$ cat config.mk
export PLATFORM = sky130hd
export DESIGN_NAME = display_arbiter
export DESIGN_NICKNAME = d
export VERILOG_FILES = /design/src/rtl/display_arbiter_pkg.sv /design/src/rtl/mux2x1.sv /design/src/rtl/display_arbiter.sv
export SDC_FILE = /design/constraint.sdc
export NUM_CORES = 1
export LEC_CHECK = 0
export ABC_AREA = 1
export CAP_MARGIN = 25
export CORE_MARGIN = 5
export CORE_UTILIZATION = 30
export DETAILED_ROUTE_END_ITERATION = 7
export GPL_TIMING_DRIVEN = 0
export PLACE_DENSITY_LB_ADDON = 0.3
export SYNTH_ARGS = -nofsm -noshare
export SYNTH_HDL_FRONTEND = slang
export SYNTH_SLANG_ARGS = --single-unit
$ cat constraint.sdc
create_clock -name clock -period 2.6 [get_ports clock]
set_input_delay 0.52 -clock clock [delete_from_list [all_inputs] [get_ports clock]]
set_output_delay 0.52 -clock clock [all_outputs]
set_load 0.005 [all_outputs]
$ cat src/rtl/display_arbiter_pkg.sv
// display_arbiter_pkg: shared state encodings and default sizing for the
// display arbiter and its data path.
package display_arbiter_pkg;

    // FSM encodings, kept as plain constants so legacy code sees the same values
    localparam logic [1:0] IDLE   = 2'd0;
    localparam logic [1:0] GRANT0 = 2'd1;
    localparam logic [1:0] GRANT1 = 2'd2;
    localparam logic [1:0] BLANK  = 2'd3;

    // Default data width (one 7-segment word) and anti-flicker dwell
    localparam int N_DEFAULT    = 7;
    localparam int HOLD_DEFAULT = 50;

    // Grant state belonging to a requester index (0 or 1)
    function automatic logic [1:0] grant_of(input logic who);
        return who ? GRANT1 : GRANT0;
    endfunction

endpackage

$ cat src/rtl/mux2x1.sv
// mux2x1: N-bit two-input multiplexer (sel=0 -> d0, sel=1 -> d1).
module mux2x1 #(
    parameter int N = 7
) (
    input  logic         sel,
    input  logic [N-1:0] d0,
    input  logic [N-1:0] d1,
    output logic [N-1:0] y
);

    // Pure select, no storage
    always_comb begin
        y = sel ? d1 : d0;
    end

endmodule

$ cat src/rtl/display_arbiter.sv
// display_arbiter: round-robin owner of a shared 2:1 display data path with a
// minimum-dwell counter so a busy requester is not preempted every cycle.
// Build option: define ARB_BLANK_EN to insert a one-cycle all-zero BLANK word
// between owners; without it ownership passes directly from one grant to the
// other.
module display_arbiter
    import display_arbiter_pkg::*;
#(
    parameter int N    = N_DEFAULT,
    parameter int HOLD = HOLD_DEFAULT
) (
    input  logic         clock,
    input  logic         reset,
    input  logic         req0,
    input  logic         req1,
    input  logic [N-1:0] D0,
    input  logic [N-1:0] D1,
    output logic         gnt0,
    output logic         gnt1,
    output logic         sel,
    output logic [N-1:0] OUT,
    output logic         busy
);

    localparam int              CW     = $clog2(HOLD + 1);
    localparam logic [CW-1:0]   HOLD_C = CW'(HOLD);

    logic [1:0]    state;
    logic [1:0]    next_state;
    logic          last;
    logic [CW-1:0] cnt;
    logic          in_grant;
    logic          owner;
    logic          own_req;
    logic          other_req;
    logic          entering;
    logic [N-1:0]  mux_y;

`ifdef ARB_BLANK_EN
    logic          target;
`endif

    // Requester view of the current grant: who owns, do they still want it,
    // and is the other side waiting
    always_comb begin
        in_grant  = (state == GRANT0) || (state == GRANT1);
        owner     = (state == GRANT1);
        own_req   = owner ? req1 : req0;
        other_req = owner ? req0 : req1;
    end

    // Next-state selection for the arbitration FSM
    always_comb begin
        next_state = state;
        case (state)
            IDLE: begin
                if (req0 && req1) begin
                    next_state = grant_of(~last);
                end else if (req0) begin
                    next_state = GRANT0;
                end else if (req1) begin
                    next_state = GRANT1;
                end
            end
            GRANT0, GRANT1: begin
                // A release is served before the dwell check, so a release
                // coinciding with the other's request never waits out HOLD.
                if (!own_req || (other_req && (cnt == HOLD_C))) begin
                    if (other_req) begin
`ifdef ARB_BLANK_EN
                        next_state = BLANK;
`else
                        next_state = grant_of(~owner);
`endif
                    end else begin
                        next_state = IDLE;
                    end
                end
            end
            BLANK: begin
`ifdef ARB_BLANK_EN
                if (target ? req1 : req0) begin
                    next_state = grant_of(target);
                end else if (target ? req0 : req1) begin
                    next_state = grant_of(~target);
                end else begin
                    next_state = IDLE;
                end
`else
                next_state = IDLE;
`endif
            end
            default: next_state = IDLE;
        endcase
    end

    // A grant is newly taken when the FSM moves into a grant it is not already in
    always_comb begin
        entering = ((next_state == GRANT0) || (next_state == GRANT1))
                   && (next_state != state);
    end

    // State register plus registered output decodes of the next state
    always_ff @(posedge clock or posedge reset) begin
        if (reset) begin
            state <= IDLE;
            gnt0  <= 1'b0;
            gnt1  <= 1'b0;
            sel   <= 1'b0;
            busy  <= 1'b0;
            last  <= 1'b1;
        end else begin
            state <= next_state;
            gnt0  <= (next_state == GRANT0);
            gnt1  <= (next_state == GRANT1);
            busy  <= (next_state == GRANT0) || (next_state == GRANT1);
            if (next_state == GRANT0) begin
                sel <= 1'b0;
            end else if (next_state == GRANT1) begin
                sel <= 1'b1;
            end
            if (entering) begin
                last <= (next_state == GRANT1);
            end
        end
    end

`ifdef ARB_BLANK_EN
    // Remember which requester the BLANK cycle is handing over to
    always_ff @(posedge clock or posedge reset) begin
        if (reset) begin
            target <= 1'b0;
        end else if (in_grant && (next_state == BLANK)) begin
            target <= ~owner;
        end
    end
`endif

    // Dwell counter: counts while the other side waits, saturates at HOLD
    always_ff @(posedge clock or posedge reset) begin
        if (reset) begin
            cnt <= '0;
        end else if (entering) begin
            cnt <= '0;
        end else if (in_grant && other_req) begin
            if (cnt != HOLD_C) begin
                cnt <= cnt + CW'(1);
            end
        end else begin
            cnt <= '0;
        end
    end

    mux2x1 #(.N(N)) u_mux (
        .sel (sel),
        .d0  (D0),
        .d1  (D1),
        .y   (mux_y)
    );

    // Output word: selected source while granted, zero otherwise
    always_ff @(posedge clock or posedge reset) begin
        if (reset) begin
            OUT <= '0;
        end else if (in_grant) begin
            OUT <= mux_y;
        end else begin
            OUT <= '0;
        end
    end

endmodule

Word level (Yosys, flattened, before mapping):

Cells that the tools add are included.

* logic and storage cells: 46
* register bits: 20
* output and inout port bits: 11
* bits of input ports: 18

* add/subtract/negate cells: 1
* equal/unequal tests: 9
* muxes and demuxes: 17
* reductions and logical operators: 11

Operators by type and width (number)
* 6-bit two-way mux: 3
* 2-bit two-way mux: 7
* 7-bit two-way mux: 2
* 6-bit by 1-bit adder with 6-bit output (second input constant): 1
* 2-bit equality test (second input constant): 3
* 6-bit equality test (second input constant): 1
* 6-bit inequality test (second input constant): 1
* 2-bit case mux with 3 select lines: 1
* 2-bit by 1-bit equality test with 1-bit output (second input constant): 2
* 1-bit logical AND: 4
* 1-bit two-way mux: 4
* 1-bit logical OR: 3
* 3-bit by 2-bit inequality test with 1-bit output (second input constant): 1
* 2-bit logical NOT: 1
* 2-bit inequality test: 1
* 2-bit nonzero test: 1
* 2-bit OR reduction: 1
* 1-bit logical NOT: 1

Longest topological paths before layout:

* depth after elaboration: 10
* gate-level depth with buffers: 15
* mapped depth without buffers: 15

Modules after synthesis:

Synthesis repeated with hierarchy kept, for this count alone.

* cell total of the unflattened synthesis: 136
* area total of the unflattened synthesis: 1161.1 um^2

Modules (own cells, without submodules)
* display_arbiter: area each 1067.3 um^2, cells an instance 113, instances 1, seq. area each 501.7 um^2
* mux2x1: area each 93.8 um^2, cells an instance 23, instances 1, seq. area each 0.0 um^2

Worst setup path before layout:

OpenSTA, ideal clock, no wires.

* path kind: reg2reg
* from: reg state[0]
* to: reg cnt[2]
* data arrival time: 1774 ps
* period minus slack after synthesis: 1896 ps
* setup time: 122 ps
* buffers on the path: 0
* required time: 2478 ps
* stages on the path, launching flop included: 15
* path slack: 704 ps
* cell sequence: dfrtp_1 -> inv_1 -> ha_1 -> nand2_1 -> o21ai_1 -> nand2_1 -> nand2_1 -> nand3_1 -> nand2_2 -> nand2_2 -> ha_1 -> inv_1 -> nand2_2 -> nand2_4 -> nor2_2

* cells in the longest elaborated chain, start to end: 10
* elaborated cells between the ends (all ways): 27
* classes of those cells: eq/ne (7); mux (11); reduce/logical (9)

RTL lines
* start, declared: line display_arbiter.sv:28 `logic [1:0] state;`
* start signal, assigned: line display_arbiter.sv:113 `state <= next_state;`
* 2-bit equality test: line display_arbiter.sv:46, display_arbiter.sv:47, display_arbiter.sv:55
* 1-bit two-way mux (on tied branches): line display_arbiter.sv:48, display_arbiter.sv:49
* 1-bit logical NOT / 1-bit logical AND (equally long branches): line display_arbiter.sv:68 `if (!own_req || (other_req && (cnt == HOLD_C))) begin`
* 1-bit logical OR: line display_arbiter.sv:68
* 2-bit two-way mux: line display_arbiter.sv:68
* 2-bit case mux with 3 select lines: line display_arbiter.sv:55 `case (state)`
* 2-bit by 1-bit equality test with 1-bit output / 2-bit equality test (equally long branches): line display_arbiter.sv:99 `entering = ((next_state == GRANT0) || (next_state == GRANT1))`
* 1-bit logical OR: line display_arbiter.sv:99
* 1-bit logical AND: line display_arbiter.sv:100 `&& (next_state != state);`
* 3-bit by 2-bit inequality test with 1-bit output (no line) / 6-bit two-way mux (equally long branches)
* end signal, assigned: line display_arbiter.sv:147 `cnt <= cnt + CW'(1);`
* end, declared: line display_arbiter.sv:31 `logic [CW-1:0] cnt;`

Several ways; a longest one is shown, not always the timed one.
A chain may end at the register's enable or synchronous reset.

Final worst setup path:

* from: in req0
* to: reg cnt[2]

* cells in the longest elaborated chain, start to end: 9
* elaborated cells between the ends (all ways): 20
* classes of those cells: eq/ne (4); mux (9); reduce/logical (7)

RTL lines
* start, declared: line display_arbiter.sv:14 `input logic req0,`
* 1-bit two-way mux (on tied branches): line display_arbiter.sv:48, display_arbiter.sv:49
* 1-bit logical NOT / 1-bit logical AND (equally long branches): line display_arbiter.sv:68
* 1-bit logical OR: line display_arbiter.sv:68
* 2-bit two-way mux: line display_arbiter.sv:68
* 2-bit case mux with 3 select lines: line display_arbiter.sv:55
* 2-bit by 1-bit equality test with 1-bit output / 2-bit equality test (equally long branches): line display_arbiter.sv:99
* 1-bit logical OR: line display_arbiter.sv:99
* 1-bit logical AND: line display_arbiter.sv:100
* 3-bit by 2-bit inequality test with 1-bit output (no line) / 6-bit two-way mux (equally long branches)

Several ways; a longest one is shown, not always the timed one.

==> reports/metrics.yaml <==
status:
  status: "complete, no violations"
finish:
  finalNonFillerCells: 198
  area_growth_pct: 34.44
  final_nets: 177
  drive_above_1_share_pct: 17.76
  final_area_um2: 1421
  final_core_utilization_pct: 42.26
  n_antenna_cell: 0
logic_synthesis:
  ys_warn_count: 0
  synthAdderAreaFrac_pct: 7.101
  synth_top_family_by_area: "simple AND/OR/NAND/NOR gates"
  netlist.area_leader.share_pct: 44.97
  netlist_top_cells_area: "dfrtp_1 (45%), ha_1 (7.1%), nor2_1 (5.7%), nand2_2 (5.3%), o21ai_0 (5.2%)"
  synth_mux_area_share_pct: 0
  synthFlopType: "dfrtp_1"
  synth-simple-area-share_pct: 28.52
  synth_xor_area_share_pct: 4.142
  yosysSeqAreaShare_pct: 47.46
  synth_edf_count: 0
  netlist_area_um2: 1057
  yosysUniqueCellTypes: 19
  syn_area_per_cell_um2: 8.811
  synth_cells: 120
  async_reset_ff_share_pct: 100.0
  yosys.area.top_type: "dfrtp_1"
  synth-compound-area-share_pct: 7.101
  synth_nets: 144
  ys_ff_latch: 20
critical_path:
  r2r-end: "cnt[2]$_DFFE_PP0P_"
  cp-end-kind: "flip-flop"
  rr_startpoint: "state[0]$_DFF_PP0_"
  rr_worst_depth: 14
  rrSetupSlack_ps: 480
  crit_fanout: 6
  worstSetupStartpointType: "input pin"
  crit_path_start: "req0"
  crit_arrival_ps: 2370
  required_ps: 2790
  crit_end: "cnt[2]$_DFFE_PP0P_"
  critPathKind: "in -> reg"
grt:
  grt_remaining_overflow: 0
  antenna_found_initial: 0
  grt_pass1_vias: 864
  grtUsageTotal_pct: 8.898
  grt_max_degree: 21
  grt_pass1_wl_um: 3588
die:
  core_um2: 3363
  io_pins: 29
  std_cell_rows: 21
  fp.dieW_um: 69.37
  start_util_pct: 31.44
  die_y_um: 69.37
  dieArea_um2: 4812
job:
  maxCapViolCount: 0
sta:
  slew_viol_final: 0
  hold_violations: 0
  fmax_mhz: 460.0
  setup_slack_ps: 426.0
  final.setup.tns_ps: 0
  holdWs_ps: 464.5
  min_period_over_period_pct: 83.61
  max_slew_margin_pct: 51.21
  finClkSkew_ps: 11.14
  worstMarginPinSlew_ps: 731.0
  fin_crit_ps: 2174
  setup-violations-final: 0
  grt_setup_unrepaired: "no"
placed_design:
  port_buffers: 28
  dp_hpwl_um: 1725
  post-place-cells: 194
  gp_congestion: 0.7527
  pre_cts_ws_ps: 97.15
  dpl_cell_area_um2: 1395
route:
  vias: 841
  wl_um: 2042
  wl_met1_um: 860
  route.met3.wl_um: 78
  ant_nets: 0
  route.met2.wl_um: 1096
  drc: 0
  drtPass1Iterations: 4
  routed.top_layer: "met4"
  first_iter_violations: 31
  wl_per_cell_um: 10.31
  avgViaCountPerCell: 4.247
cts:
  holdBufCountCts: 0
  cts_buffers: 3
  cts_root_buf: "clkbuf_4"
  ctsLongestPathBuffers: 2
  numClockSinks: 20
  clkTransAtPathRegs_ps: 110
  clk_latency_ps: 290
  cts-htree-levels: 1
  cts.repair_timing.setup_buffer_count: 0
  ctsResizeCount: 0
  cts_tree: "done"
power:
  powerDensity_nw_per_um2: 1023
  max-vdd-ir-drop_mv: 0.5037
  total_power_mw: 1.454
  power.leakage_nw: 0.6529
min_path:
  hold_class: "reg -> reg"
## area by class of cell
| class | instances | area, µm² |
|---|---|---|
| fillers | 365 | 1942 |
| flip-flops and latches | 20 | 501.7 |
| multi-input cells | 84 | 495.5 |
| repair buffers | 28 | 280.3 |
| inverters | 16 | 60.06 |
| well taps | 46 | 57.56 |
| clock buffers | 4 | 26.28 |
## metal layers
metal	track usage (%)	vias up
met5	0	-
met3	3.623	2
met2	16.63	9
met4	1.302	0
met1	9.473	392
li1	-	438
## cells in the final DEF (no fill, tap or decap), drive strengths merged
master	instances
a21oi	3
clkbuf	4
clkdlybuf4s50	28
clkinv	1
dfrtp	19
dfstp	1
ha	6
inv	15
nand2	23
nand3	11
nor2	24
o21ai	12
xnor2	1
xor2	4
## Yosys cell counts, types with 2 or more instances
cell type and count:
xor2_1 4, a21oi_1 3, nor2_2 7, nand3_1 8, inv_1 13, nand2_1 13, nand2_2 9, nor2_1 16
ha_1 6, inv_2 2, nand3_2 3, dfrtp_1 19, o21ai_0 11
## logic make-up (layout without fill, tap and decap cells)
family                   after synthesis  count (layout)
AND/OR/NAND/NOR                       58              58
flip-flops                            20              20
buffers and inverters                 16              48
AO/OA/AOI/OAI                         15              15
adder cells (fa/ha/maj)                6               6
XOR/XNOR                               5               5
## worst min path at each step
stage	slack [ps]	cells past startpoint	start	to
6_report	460	2	last$_DFFE_PP1N_	last$_DFFE_PP1N_
5_1_grt	500	2	last$_DFFE_PP1N_	last$_DFFE_PP1N_
4_1_cts	470	2	last$_DFFE_PP1N_	last$_DFFE_PP1N_
3_5_place_dp	450	2	last$_DFFE_PP1N_	last$_DFFE_PP1N_
3_3_place_gp	460	2	last$_DFFE_PP1N_	last$_DFFE_PP1N_
2_1_floorplan	440	2	last$_DFFE_PP1N_	last$_DFFE_PP1N_
## critical path, stage by stage
cell	delay, ps
clkdlybuf4s50_1	500
inv_1	70
o21ai_1	200
nand2_1	110
nand2_1	70
nand3_1	70
nand2_2	80
nand2_2	60
ha_1	310
inv_1	110
nand2_2	90
nand2_4	120
nor2_2	50
## flip-flops by register name, summed over array words and instances (netlist names)
| signal | flops |
|---|---|
| state | 2 |
| busy | 1 |
| gnt1 | 1 |
| sel | 1 |
| gnt0 | 1 |
| cnt | 6 |
| OUT | 7 |
| last | 1 |
## power breakdown
group          total [mW]  internal (mW)  switching (mW)
Clock               0.144         0.0596          0.0848
Sequential          0.479          0.424          0.0546
Combinational       0.830          0.361           0.469
Note: power is estimated with default switching activity, not from simulation.
